File: config.mk
export PLATFORM = sky130hd
export DESIGN_NAME = seg_display_scan_flat
export DESIGN_NICKNAME = d
export VERILOG_FILES = /design/src/rtl/seg7_pkg.sv /design/src/rtl/seg_display_scan_if.sv /design/src/rtl/seg7_decode.sv /design/src/rtl/seg_display_scan.sv /design/src/flat_wrapper.sv
export SDC_FILE = /design/constraint.sdc
export NUM_CORES = 1
export LEC_CHECK = 0
export BUFFER_PORTS_ARGS = -buffer_cell sky130_fd_sc_hd__buf_2
export CAP_MARGIN = 20
export CORE_MARGIN = 2
export CORE_UTILIZATION = 37
export DETAILED_ROUTE_END_ITERATION = 10
export GPL_ROUTABILITY_DRIVEN = 0
export MAX_ROUTING_LAYER = met4
export PLACE_DENSITY_LB_ADDON = 0.1
export SLEW_MARGIN = 30
export SYNTH_ARGS = -nofsm -noshare
export SYNTH_HDL_FRONTEND = slang
export SYNTH_SLANG_ARGS = --single-unit
File: constraint.sdc
create_clock -name clk100MHz -period 2.08 [get_ports clk100MHz]
set_input_delay 0.416 -clock clk100MHz [delete_from_list [all_inputs] [get_ports clk100MHz]]
set_output_delay 0.416 -clock clk100MHz [all_outputs]
set_load 0.02 [all_outputs]
File: src/rtl/seg7_pkg.sv
// Shared seven-segment definitions: active-low glyph encodings, the shadow
// register layout and the BCD-to-segment conversion used by the display scanner.
package seg7_pkg;

    // Segment order is {g,f,e,d,c,b,a}, active-low.
    localparam logic [6:0] SEG_0     = 7'h40;
    localparam logic [6:0] SEG_1     = 7'h79;
    localparam logic [6:0] SEG_2     = 7'h24;
    localparam logic [6:0] SEG_3     = 7'h30;
    localparam logic [6:0] SEG_4     = 7'h19;
    localparam logic [6:0] SEG_5     = 7'h12;
    localparam logic [6:0] SEG_6     = 7'h02;
    localparam logic [6:0] SEG_7     = 7'h78;
    localparam logic [6:0] SEG_8     = 7'h00;
    localparam logic [6:0] SEG_9     = 7'h10;
    localparam logic [6:0] SEG_BLANK = 7'h7F;
    localparam logic [6:0] SEG_DASH  = 7'h3F;

    // digit[3] is the leftmost (tens of minutes), digit[0] the rightmost.
    typedef struct packed {
        logic [3:0][3:0] digit;
        logic [3:0]      blink_mask;
        logic            lz_en;
        logic            colon_en;
        logic            colon_blink;
    } shadow_t;

    function automatic logic [6:0] bcd_to_seg(logic [3:0] bcd);
        case (bcd)
            4'd0:    return SEG_0;
            4'd1:    return SEG_1;
            4'd2:    return SEG_2;
            4'd3:    return SEG_3;
            4'd4:    return SEG_4;
            4'd5:    return SEG_5;
            4'd6:    return SEG_6;
            4'd7:    return SEG_7;
            4'd8:    return SEG_8;
            4'd9:    return SEG_9;
            default: return SEG_DASH;
        endcase
    endfunction

endpackage

File: src/rtl/seg_display_scan_if.sv
// Digit-source to display-driver bundle: four BCD digits plus display controls
// in, multiplexed anode/segment/decimal-point drive out.
interface seg_display_scan_if;

    logic [3:0] tenmin;
    logic [3:0] onemin;
    logic [3:0] tensec;
    logic [3:0] onesec;
    logic [3:0] blink_mask;
    logic       lz_en;
    logic       colon_en;
    logic       colon_blink;
    logic [3:0] an;
    logic [6:0] seg;
    logic       dp;

    modport master (
        output tenmin, onemin, tensec, onesec, blink_mask, lz_en, colon_en, colon_blink,
        input  an, seg, dp
    );

    modport slave (
        input  tenmin, onemin, tensec, onesec, blink_mask, lz_en, colon_en, colon_blink,
        output an, seg, dp
    );

endinterface

File: src/rtl/seg7_decode.sv
// Combinational BCD to active-low seven-segment decoder; codes 10..15 show a dash.
module seg7_decode
    import seg7_pkg::*;
(
    input  logic [3:0] bcd,
    output logic [6:0] seg
);

    assign seg = bcd_to_seg(bcd);

endmodule

File: src/rtl/seg_display_scan.sv
// Four-digit common-anode scanner: per-slot anti-ghost blanking, blink, leading-zero
// suppression and colon, all driven from a once-per-frame shadow copy of the inputs.
module seg_display_scan
    import seg7_pkg::*;
#(
    parameter int unsigned DIGIT_CYCLES = 100000,
    parameter int unsigned GHOST_CYCLES = 16,
    parameter int unsigned BLINK_CYCLES = 25000000
) (
    input  logic               clk100MHz,
    input  logic               rst,
    seg_display_scan_if.slave  bus
);

    localparam int unsigned CNT_W   = $clog2(DIGIT_CYCLES);
    localparam int unsigned BLINK_W = $clog2(BLINK_CYCLES);

    localparam logic [CNT_W-1:0]   CNT_LAST   = CNT_W'(DIGIT_CYCLES - 1);
    localparam logic [CNT_W-1:0]   GHOST_END  = CNT_W'(GHOST_CYCLES);
    localparam logic [BLINK_W-1:0] BLINK_LAST = BLINK_W'(BLINK_CYCLES - 1);

    logic [CNT_W-1:0]   cnt_q, cnt_d;
    logic [1:0]         slot_q, slot_d;
    logic [BLINK_W-1:0] blink_cnt_q, blink_cnt_d;
    logic               blink_phase_q, blink_phase_d;
    shadow_t            shadow_q, shadow_d;
    logic [3:0]         an_q, an_d;
    logic [6:0]         seg_q, seg_d;
    logic               dp_q, dp_d;

    logic               cnt_wrap;
    logic               blink_wrap;
    logic [3:0]         cur_digit;
    logic [6:0]         dec_seg;
    logic               blank;

    always_comb begin
        // NOTE: every combinational output gets a default first so no path can infer a latch.
        shadow_d = shadow_q;

        cnt_wrap      = (cnt_q == CNT_LAST);
        cnt_d         = cnt_wrap ? '0 : cnt_q + CNT_W'(1);
        slot_d        = cnt_wrap ? slot_q + 2'd1 : slot_q;

        blink_wrap    = (blink_cnt_q == BLINK_LAST);
        blink_cnt_d   = blink_wrap ? '0 : blink_cnt_q + BLINK_W'(1);
        blink_phase_d = blink_phase_q ^ blink_wrap;

        // Capture on the last cycle of slot 3 so a whole frame renders one coherent time.
        if (cnt_wrap && (slot_q == 2'd3)) begin
            shadow_d.digit       = {bus.tenmin, bus.onemin, bus.tensec, bus.onesec};
            shadow_d.blink_mask  = bus.blink_mask;
            shadow_d.lz_en       = bus.lz_en;
            shadow_d.colon_en    = bus.colon_en;
            shadow_d.colon_blink = bus.colon_blink;
        end
    end

    assign cur_digit = shadow_q.digit[slot_q];

    seg7_decode u_decode (
        .bcd (cur_digit),
        .seg (dec_seg)
    );

    always_comb begin
        blank = (shadow_q.blink_mask[slot_q] && blink_phase_q) ||
                ((slot_q == 2'd3) && shadow_q.lz_en && (cur_digit == 4'd0));
        seg_d = blank ? SEG_BLANK : dec_seg;
        // One-hot-low anode by construction, so two digits can never be lit together.
        an_d  = (cnt_q < GHOST_END) ? 4'hF : ~(4'b0001 << slot_q);
        dp_d  = !((slot_q == 2'd2) && shadow_q.colon_en &&
                  !(shadow_q.colon_blink && blink_phase_q));
    end

    // NOTE: sequential state uses non-blocking assignments so all flops update from pre-edge values.
    always_ff @(posedge clk100MHz or negedge rst) begin
        if (!rst) begin
            cnt_q         <= '0;
            slot_q        <= 2'd0;
            blink_cnt_q   <= '0;
            blink_phase_q <= 1'b0;
            shadow_q      <= '0;
            an_q          <= 4'hF;
            seg_q         <= SEG_BLANK;
            dp_q          <= 1'b1;
        end else begin
            cnt_q         <= cnt_d;
            slot_q        <= slot_d;
            blink_cnt_q   <= blink_cnt_d;
            blink_phase_q <= blink_phase_d;
            shadow_q      <= shadow_d;
            an_q          <= an_d;
            seg_q         <= seg_d;
            dp_q          <= dp_d;
        end
    end

    assign bus.an  = an_q;
    assign bus.seg = seg_q;
    assign bus.dp  = dp_q;

endmodule

File: src/flat_wrapper.sv
// flat-port wrapper written by rule: the top's interface ports become plain ports
module seg_display_scan_flat import seg7_pkg::*;
#(
    parameter int unsigned DIGIT_CYCLES = 100000,
    parameter int unsigned GHOST_CYCLES = 16,
    parameter int unsigned BLINK_CYCLES = 25000000
)
  (clk100MHz, rst, bus_tenmin, bus_onemin, bus_tensec, bus_onesec, bus_blink_mask, bus_lz_en, bus_colon_en, bus_colon_blink, bus_an, bus_seg, bus_dp);
  seg_display_scan_if bus_i ();
  input  logic clk100MHz;
  input  logic rst;
  input wire logic [$bits(bus_i.tenmin)-1:0] bus_tenmin;
  input wire logic [$bits(bus_i.onemin)-1:0] bus_onemin;
  input wire logic [$bits(bus_i.tensec)-1:0] bus_tensec;
  input wire logic [$bits(bus_i.onesec)-1:0] bus_onesec;
  input wire logic [$bits(bus_i.blink_mask)-1:0] bus_blink_mask;
  input wire logic [$bits(bus_i.lz_en)-1:0] bus_lz_en;
  input wire logic [$bits(bus_i.colon_en)-1:0] bus_colon_en;
  input wire logic [$bits(bus_i.colon_blink)-1:0] bus_colon_blink;
  output wire logic [$bits(bus_i.an)-1:0] bus_an;
  output wire logic [$bits(bus_i.seg)-1:0] bus_seg;
  output wire logic [$bits(bus_i.dp)-1:0] bus_dp;
  assign bus_i.tenmin = bus_tenmin;
  assign bus_i.onemin = bus_onemin;
  assign bus_i.tensec = bus_tensec;
  assign bus_i.onesec = bus_onesec;
  assign bus_i.blink_mask = bus_blink_mask;
  assign bus_i.lz_en = bus_lz_en;
  assign bus_i.colon_en = bus_colon_en;
  assign bus_i.colon_blink = bus_colon_blink;
  assign bus_an = bus_i.an;
  assign bus_seg = bus_i.seg;
  assign bus_dp = bus_i.dp;
  seg_display_scan #(.DIGIT_CYCLES(DIGIT_CYCLES), .GHOST_CYCLES(GHOST_CYCLES), .BLINK_CYCLES(BLINK_CYCLES)) u_core (.clk100MHz(clk100MHz), .rst(rst), .bus(bus_i));
endmodule
==> results of run 1 <==
==> critical path: cells and delay by family, from the launching register on <==
family	cells	cell delay (ps)
multiplexers	1	590
AND/OR/NAND/NOR	1	530
flip-flops	1	440
AO/OA/AOI/OAI	2	320
==> kinds of logic after synthesis <==
logic type                 Yosys count  synth area share, %
DFF                                 80                 54.2
and+or+nand+nor                    115                 16.9
muxes                               30                 10.5
xor gates and xnor gates            29                 6.83
buffers and inverters               18                 1.98
AOI/OAI and AO/OA                   33                 5.48
adders and majority gates           12                 4.03
==> registers in the layout, indices dropped and copies added (netlist names) <==
signal,cells
u_core.blink_cnt_q,25
u_core.blink_phase_q,1
u_core.bus.an,4
u_core.bus.dp,1
u_core.bus.seg,7
u_core.cnt_q,17
u_core.shadow_q,23
u_core.slot_q,2
==> cell type report <==
class	instances	area, µm²
fill	930	5280
sequential	80	2020
multi-input combinational	219	1660
timing repair buffer	60	390
tap	133	166
clock buffer	12	155
clock inverter	4	76.3
inverter	9	33.8
==> repair_timing <==
item,in CTS,in global routing
hold buffers,1,0
endpoints found under the hold margin,15,0
setup buffers,0,1
gates resized for setup,1,5
setup endpoints to repair,2,9
==> layer usage <==
layer / vias to the layer above / global-route usage (%)
met5: - / -
met4: 0 / 4.92
met1: 1220 / 18.7
met2: 30 / 23.6
met3: 10 / 3.26
li1: 1254 / -
==> worst max-delay path by stage <==
stage,endpoint,slack (ps),cells after the start
floorplan,u_core.bus.seg[2]$_DFF_PN1_,90,5
global placement,u_core.blink_cnt_q[21]$_DFF_PN0_,30,4
detailed placement,u_core.blink_cnt_q[21]$_DFF_PN0_,8,4
CTS,u_core.bus.seg[3]$_DFF_PN1_,20,4
global route,u_core.bus.seg[6]$_DFF_PN1_,-10,7
finish,u_core.bus.seg[3]$_DFF_PN1_,120,4
==> synthesized netlist by cell type <==
cell | instances | area share (%)
dfrtp_1 | 68 | 46
or3_1 | 3 | 0.50
xor2_1 | 12 | 2.8
o21bai_1 | 1 | 0.20
a21oi_1 | 12 | 1.6
or2_2 | 1 | 0.17
nor2b_1 | 2 | 0.34
a21bo_2 | 1 | 0.27
nor3_1 | 7 | 0.94
ha_1 | 12 | 4.0
nor4_1 | 4 | 0.67
buf_2 | 5 | 0.67
and4_1 | 3 | 0.71
nand4b_1 | 1 | 0.24
nand3_2 | 1 | 0.27
dfstp_2 | 12 | 8.5
mux4_2 | 5 | 3.0
o21ai_0 | 9 | 1.2
or4_1 | 8 | 1.6
and3_1 | 3 | 0.50
nand4_1 | 7 | 1.2
nor2_1 | 22 | 2.2
nand3_1 | 21 | 2.8
mux2i_1 | 2 | 0.54
nand2_1 | 23 | 2.3
and2_1 | 1 | 0.17
nand3b_1 | 1 | 0.20
nand2b_1 | 2 | 0.34
a21boi_2 | 1 | 0.30
clkbuf_1 | 4 | 0.40
or3b_2 | 1 | 0.24
inv_1 | 9 | 0.91
a22oi_1 | 1 | 0.20
or4b_1 | 1 | 0.27
nand4_2 | 1 | 0.34
o31ai_1 | 7 | 1.4
xnor2_1 | 17 | 4.0
a221o_1 | 1 | 0.27
mux2_2 | 23 | 7.0
nor4_2 | 1 | 0.34
nor4_4 | 1 | 0.57
==> report_power, final <==
part / internal [mW] / switching [mW] / total (mW) / leakage [nW]
sequential: 1.60 / 0.0135 / 1.61 / 0.992
combinational: 0.0694 / 0.0856 / 0.155 / 0.875
clock: 0.747 / 0.573 / 1.32 / 0.113
==> impl_metrics.py, run 1 <==
metrics = {
    "route": {
        "ant_nets": 0,
        "wl_per_cell_um": 14.2,
        "drtIter0Drc": 74,
        "vias": 2514,
        "highest_layer": "met4",
        "wl_met2_um": 3630,
        "wirelength_um": 7340,
        "dr_wl_met3_um": 210,
        "drtPass1Iterations": 4,
        "drc": 0,
        "vias_per_cell": 4.86,
        "m1WireLength_um": 3430,
    },
    "power_and_ir_drop": {
        "power.total_mw": 3.08,
        "power_density_nw_per_um2": 686,
        "p_leak_nw": 1.98,
        "peakVddDrop_mv": 0.352,
    },
    "critical_path": {
        "critPathLaunchType": "flop",
        "crit_fanout": 6,
        "cp-end-kind": "flop",
        "critPathArrivalTime_ps": 2230,
        "cp.required_ps": 2350,
        "crit_slowest_cell": "mux4_2",
        "rr_worst_depth": 4,
        "worstSetupStartpoint": "u_core.slot_q[0]$_DFFE_PN0N_",
        "reg2reg_to": "u_core.bus.seg[3]$_DFF_PN1_",
        "path_cells": "mux4_2 > or3b_2 > a21boi_4 > o21ai_0",
        "timing.rr.start": "u_core.slot_q[0]$_DFFE_PN0N_",
        "crit_type": "flop to flop",
        "max_stage_delay_ps": 590,
        "r2r_setup_slack_ps": 120,
    },
    "final_layout": {
        "stdcell_count": 517,
        "final_area_um2": 4500,
        "area_growth_pct": 20.9,
        "layout_commonest_cell": "dfrtp_1",
        "final_nets": 416,
        "final_util_pct": 46.0,
        "diodes": 0,
        "drive_gt1_share_pct": 32.8,
        "final_cell_mix": "67 x dfrtp_1, 35 x buf_2, 23 x nand2_1, 23 x mux2_2",
    },
    "flow_run": {
        "maxCapViolCount": 0,
    },
    "synth": {
        "synth_seq_area_share_pct": 54.2,
        "synth-seq-cells": 80,
        "syn_inst": 317,
        "syn_area_um2": 3720,
        "ys_warn_count": 0,
        "postSynthAreaPerCell_um2": 11.7,
        "yosysUniqueCellTypes": 41,
        "syn-num-nets": 354,
    },
    "timing": {
        "worst_slew_pin_slew_ps": 402,
        "clock_skew_ps": 13.9,
        "maxSlewViolCount": 0,
        "fin_crit_sh_pct": 94.2,
        "maxSlewHeadroom_pct": 72.9,
        "hold_viol_final": 0,
        "timing.hold.ws_ps": 278,
        "setup-violations-final": 0,
        "tns_ps": 0,
        "max_freq_mhz": 510,
        "period_minus_slack_ps": 1960,
        "fin_ws_ps": 121,
    },
    "clocking": {
        "htreeDepth": 3,
        "cts_max_path_buffers": 2,
        "root_buffer": "clkbuf_8",
        "cts_inserted_buffers": 9,
        "path_clk_slew_ps": 90,
        "cts_tree": "done",
        "cts_sinks": 80,
        "insertion_delay_ps": 360,
    },
    "die": {
        "die_width_um": 104,
        "fp.dieH_um": 104,
        "dieArea_um2": 10900,
        "top_level_ports": 37,
        "core_area_um2": 9770,
        "initial_core_util_pct": 38.1,
        "rows": 36,
    },
    "hold_path": {
        "hp-start": "bus_blink_mask[3]",
        "whs_path_depth": 2,
        "hp-class": "input port to flop",
        "hold_end": "u_core.shadow_q[6]$_DFFE_PN0P_",
    },
    "global_route": {
        "grt_use_total_pct": 14.8,
        "grt_pass1_wl_um": 12600,
        "overflow": 0,
        "grt_pass1_vias": 2649,
        "grt_max_degree": 32,
        "antenna_found_initial": 0,
    },
    "placed_design": {
        "place_ws_ps": 8.11,
        "placed_area_um2": 4220,
        "dp.cells": 499,
        "hpwl_um": 5340,
        "io_buffers": 36,
    },
    "status": {
        "status": "complete, no violations",
    },
}
Power figures use the tool's default switching activity.
==> inputs of run 2 (changes only) <==
--- a/config.mk
+++ b/config.mk
@@ -17,3 +17,4 @@
 export SYNTH_ARGS = -nofsm -noshare
 export SYNTH_HDL_FRONTEND = slang
 export SYNTH_SLANG_ARGS = --single-unit
+export TNS_END_PERCENT = 100
==> constraint.sdc (replaced) <==
create_clock -name clk100MHz -period 2.08 [get_ports clk100MHz]
set_input_delay 0.52 -clock clk100MHz [delete_from_list [all_inputs] [get_ports clk100MHz]]
set_output_delay 0.52 -clock clk100MHz [all_outputs]
set_load 0.02 [all_outputs]
==> impl_metrics.py, run 2 (synthesis gave the netlist of run 1 again) <==
metrics = {
    "die": {
        "initial_core_util_pct": 38.1,
        "dieArea_um2": 10900,
        "die_width_um": 104,
        "rows": 36,
        "core_area_um2": 9770,
        "top_level_ports": 37,
        "fp.dieH_um": 104,
    },
    "timing": {
        "maxSlewViolCount": 0,
        "clock_skew_ps": 7.63,
        "period_minus_slack_ps": 1990,
        "hold_viol_final": 0,
        "max_freq_mhz": 503,
        "fin_crit_sh_pct": 95.6,
        "setup-violations-final": 0,
        "maxSlewHeadroom_pct": 76.0,
        "worst_slew_pin_slew_ps": 357,
    },
    "final_layout": {
        "final_cell_mix": "67 x dfrtp_1, 35 x buf_2, 23 x nand2_1, 23 x mux2_2, 22 x nor2_1",
        "stdcell_count": 515,
        "largest-register": "u_core.blink_cnt_q",
        "drive_gt1_share_pct": 32.2,
        "largest_reg_flops": 25,
        "layout_commonest_cell": "dfrtp_1",
        "diodes": 0,
        "final_nets": 414,
        "area_growth_pct": 19.4,
        "reg_top3": "u_core.blink_cnt_q (25), u_core.shadow_q (23), u_core.cnt_q (17)",
    },
    "placed_design": {
        "hpwl_um": 5220,
        "io_buffers": 36,
        "dp.cells": 496,
    },
    "power_and_ir_drop": {
        "p_leak_nw": 1.93,
        "peakVddDrop_mv": 0.357,
        "power.total_mw": 2.99,
        "power_density_nw_per_um2": 674,
    },
    "route": {
        "wl_per_cell_um": 13.9,
        "ant_nets": 0,
        "drtIter0Drc": 90,
        "vias_per_cell": 4.89,
        "vias": 2519,
        "drc": 0,
        "wirelength_um": 7160,
        "drtPass1Iterations": 4,
    },
    "status": {
        "status": "complete, no violations",
    },
    "clocking": {
        "root_buffer": "clkbuf_8",
        "cts_tree": "done",
        "path_clk_slew_ps": 80,
        "htreeDepth": 3,
        "cts_inserted_buffers": 9,
        "insertion_delay_ps": 340,
        "cts_max_path_buffers": 2,
        "cts_sinks": 80,
    },
    "critical_path": {
        "crit_type": "flop to flop",
        "crit_fanout": 23,
        "cp.required_ps": 2300,
        "cp-end-kind": "flop",
        "critPathArrivalTime_ps": 2210,
        "critPathLaunchType": "flop",
    },
    "global_route": {
        "antenna_found_initial": 0,
        "grt_max_degree": 40,
        "grt_use_total_pct": 14.4,
        "grt_pass1_wl_um": 12300,
        "grt_pass1_vias": 2528,
        "overflow": 0,
    },
    "flow_run": {
        "maxCapViolCount": 0,
    },
    "hold_path": {
        "hp-class": "input port to asynchronous set/reset pin",
    },
}
==> run 2: changes by cell type in the layout (fill, tap and decap cells not counted), sizes merged <==
cell / before / now
inv: 10 / 9
dlygate4sd3: 1 / 0
buf: 59 / 58
clkinv: 0 / 2
clkbuf: 12 / 11
==> run 2: path summary, 6_finish.rpt <==
kind,start,to,slack [ps],cells after the start
max in group asynchronous,rst,u_core.bus.seg[6]$_DFF_PN1_,1370,2
worst min register to register,u_core.shadow_q[1]$_DFFE_PN0P_,u_core.bus.dp$_DFF_PN1_,420,1
worst min-delay path,rst,u_core.blink_cnt_q[11]$_DFF_PN0_,90,1
worst max-delay path,u_core.cnt_q[12]$_DFF_PN0_,u_core.shadow_q[7]$_DFFE_PN0P_,90,5
min in group clk100MHz,bus_tenmin[3],u_core.shadow_q[22]$_DFFE_PN0P_,410,2
worst max register to register,u_core.cnt_q[12]$_DFF_PN0_,u_core.shadow_q[7]$_DFFE_PN0P_,90,5
==> run 2: through the flow <==
stage	setup WS, ps	hold slack, ps	util, %	TNS [ps]	instance area, µm²
floorplan	93.4	224	-	0	3720
global placement	70.9	410	42.9	0	4200
detailed placement	25.9	414	42.9	0	4200
CTS	31.6	78.0	45.1	0	4410
global route	-1.25	92.3	45.5	-1.25	4440
finish	90.5	89.8	45.5	0	4440
==> run 2: area by class of cell <==
| cell class | instances | area (µm²) |
|---|---|---|
| inverter | 9 | 33.8 |
| clock buffer | 11 | 131 |
| clock inverter | 5 | 81.3 |
| tap | 133 | 166 |
| timing repair buffer | 58 | 373 |
| sequential | 80 | 2020 |
| multi-input combinational | 219 | 1640 |
| fill | 925 | 5330 |
==> run 2: power by group <==
part	switching (mW)	internal, mW
clock network	0.553	0.678
registers	0.0140	1.60
logic	0.0847	0.0671
total	0.652	2.34
==> run 2: timing repair <==
action	4_1_cts	5_1_grt
endpoints found under the hold margin	0	0
setup buffers	0	3
resized for setup	0	3
setup endpoints to repair	0	13
hold buffers	0	0
==> run 2: layer usage <==
metal | wire length [µm] | track usage [%]
met4 | 44 | 3.86
met1 | 3310 | 18.0
met2 | 3630 | 23.5
met3 | 173 | 3.57
met5 | 0 | -
==> run 2: worst max-delay path, stage by stage, from the launching register on <==
cell and delay [ps]:
dfrtp_1 400, or4_1 570, nor4_4 290, nand3_2 150
buf_12 190, mux2_2 270
==> inputs of run 3 (changes only) <==
--- a/config.mk
+++ b/config.mk
@@ -8,7 +8,7 @@
 export BUFFER_PORTS_ARGS = -buffer_cell sky130_fd_sc_hd__buf_2
 export CAP_MARGIN = 20
 export CORE_MARGIN = 2
-export CORE_UTILIZATION = 37
+export CORE_UTILIZATION = 50
 export DETAILED_ROUTE_END_ITERATION = 10
 export GPL_ROUTABILITY_DRIVEN = 0
 export MAX_ROUTING_LAYER = met4
==> impl_metrics.py, run 3 (synthesis gave the netlist of run 1 again) <==
metrics = {
    "critical_path": {
        "cp.required_ps": 2340,
        "max_stage_delay_ps": 500,
        "cp-end-kind": "flop",
        "crit_fanout": 10,
        "crit_slowest_cell": "or4_1",
        "path_delay_family": "simple AND/OR/NAND/NOR gates",
        "path_cells": "ha_1 > nand4_1 > or3_4 > or4_1 > a21oi_1",
        "critPathLaunchType": "flop",
        "worst-path-buf-inv": 0,
        "critPathArrivalTime_ps": 2270,
        "crit_type": "flop to flop",
    },
    "timing": {
        "clock_skew_ps": 9.28,
        "fin_ws_ps": 76.7,
        "fin_crit_sh_pct": 96.3,
        "max_freq_mhz": 499,
        "hold_viol_final": 0,
        "setup-violations-final": 0,
        "maxSlewHeadroom_pct": 70.0,
        "maxSlewViolCount": 0,
        "worst_slew_pin_slew_ps": 446,
        "period_minus_slack_ps": 2000,
        "tns_ps": 0,
    },
    "global_route": {
        "grt_use_total_pct": 18.7,
        "grt_pass1_wl_um": 11900,
        "grt_max_degree": 51,
        "grt_pass1_vias": 2524,
        "overflow": 0,
        "antenna_found_initial": 0,
    },
    "final_layout": {
        "largest_reg_flops": 25,
        "final_nets": 412,
        "layout_commonest_cell": "dfrtp_1",
        "area_growth_pct": 16.7,
        "diodes": 0,
        "final_area_um2": 4340,
        "stdcell_count": 479,
        "final_cell_mix": "67 x dfrtp_1, 35 x buf_2, 23 x nand2_1, 23 x mux2_2, 22 x nor2_1",
        "drive_gt1_share_pct": 32.1,
        "fillCellCount": 616,
        "largest-register": "u_core.blink_cnt_q",
        "reg_top3": "u_core.blink_cnt_q (25), u_core.shadow_q (23), u_core.cnt_q (17)",
        "seqCellArea_um2": 2020,
        "multi_input_area_um2": 1640,
    },
    "placed_design": {
        "dp.cells": 461,
        "placed_area_um2": 4150,
        "hpwl_um": 4870,
        "io_buffers": 36,
        "place_ws_ps": 91.1,
    },
    "clocking": {
        "path_clk_slew_ps": 80,
        "cts_inserted_buffers": 9,
        "cts_hold_buf": 0,
        "root_buffer": "clkbuf_8",
        "cts_tree": "done",
        "cts_sinks": 80,
        "htreeDepth": 3,
        "cts_max_path_buffers": 2,
        "insertion_delay_ps": 350,
    },
    "die": {
        "core_area_um2": 7210,
        "dieArea_um2": 8150,
        "rows": 31,
        "fp.dieH_um": 90.3,
        "initial_core_util_pct": 51.6,
        "top_level_ports": 37,
        "die_width_um": 90.3,
    },
    "hold_path": {
        "hp-class": "input port to asynchronous set/reset pin",
    },
    "route": {
        "highest_layer": "met4",
        "wirelength_um": 6800,
        "vias_per_cell": 5.26,
        "wl_met2_um": 3130,
        "m1WireLength_um": 3330,
        "drc": 0,
        "vias": 2521,
        "drtIter0Drc": 64,
        "ant_nets": 0,
        "drtPass1Iterations": 4,
        "wl_per_cell_um": 14.2,
        "dr_wl_met3_um": 242,
    },
    "status": {
        "status": "complete, no violations",
    },
    "power_and_ir_drop": {
        "power_density_nw_per_um2": 635,
        "peakVddDrop_mv": 0.529,
        "power.total_mw": 2.76,
        "p_leak_nw": 1.89,
    },
    "flow_run": {
        "maxCapViolCount": 0,
    },
}
run 3: cell count changes in the layout (fill, tap and decap cells not counted), sizes merged:
cell / before / now
inv: 9 / 10
buf: 58 / 56
clkbuf: 11 / 10
clkinv: 2 / 1
bufinv: 2 / 0
clkinvlp: 1 / 4
run 3: per-layer routing:
layer | vias up | global-route usage [%]
li1 | 1247 | -
met1 | 1226 | 25.4
met2 | 40 | 27.8
met3 | 8 | 5.84
met4 | 0 | 4.74
met5 | - | -
run 3: through the flow:
stage	hold WS, ps	utilization, %
floorplan	224	-
global placement	445	57.5
detailed placement	446	57.5
CTS	96.2	59.9
global route	111	60.2
finish	94.8	60.2
run 3: layout make-up:
class	instances	share of cell area [%]
well taps	99	2.85
clock inverters	6	1.01
repair buffers	56	8.24
multi-input cells	219	37.7
inverters	9	0.778
clock buffers	10	2.94
flip-flops and latches	80	46.5
run 3: path summary, 6_finish.rpt:
check	start	end	depth (start not counted)	slack (ps)
max in group asynchronous	rst	u_core.bus.an[1]$_DFF_PN1_	2	1350
hold reg to reg	u_core.shadow_q[1]$_DFFE_PN0P_	u_core.bus.dp$_DFF_PN1_	1	450
min in group clk100MHz	bus_blink_mask[2]	u_core.shadow_q[5]$_DFFE_PN0P_	2	390
hold / removal	rst	u_core.blink_cnt_q[18]$_DFF_PN0_	1	90
setup / recovery	u_core.blink_cnt_q[0]$_DFF_PN0_	u_core.blink_cnt_q[16]$_DFF_PN0_	5	80
setup reg to reg	u_core.blink_cnt_q[0]$_DFF_PN0_	u_core.blink_cnt_q[16]$_DFF_PN0_	5	80
run 3: repair_timing:
action                                  4_1_cts  5_1_grt
endpoints found under the setup margin        0       10
gates resized for setup                       0        3
buffers inserted                              0        2
run 3: power by group:
| part | internal (mW) | leakage, nW | total, mW | switching (mW) |
|---|---|---|---|---|
| combinational | 0.0671 | 0.825 | 0.150 | 0.0830 |
| clock | 0.435 | 0.0749 | 1.00 | 0.565 |
| sequential | 1.60 | 0.992 | 1.61 | 0.0136 |
| total | 2.10 | 1.89 | 2.76 | 0.661 |
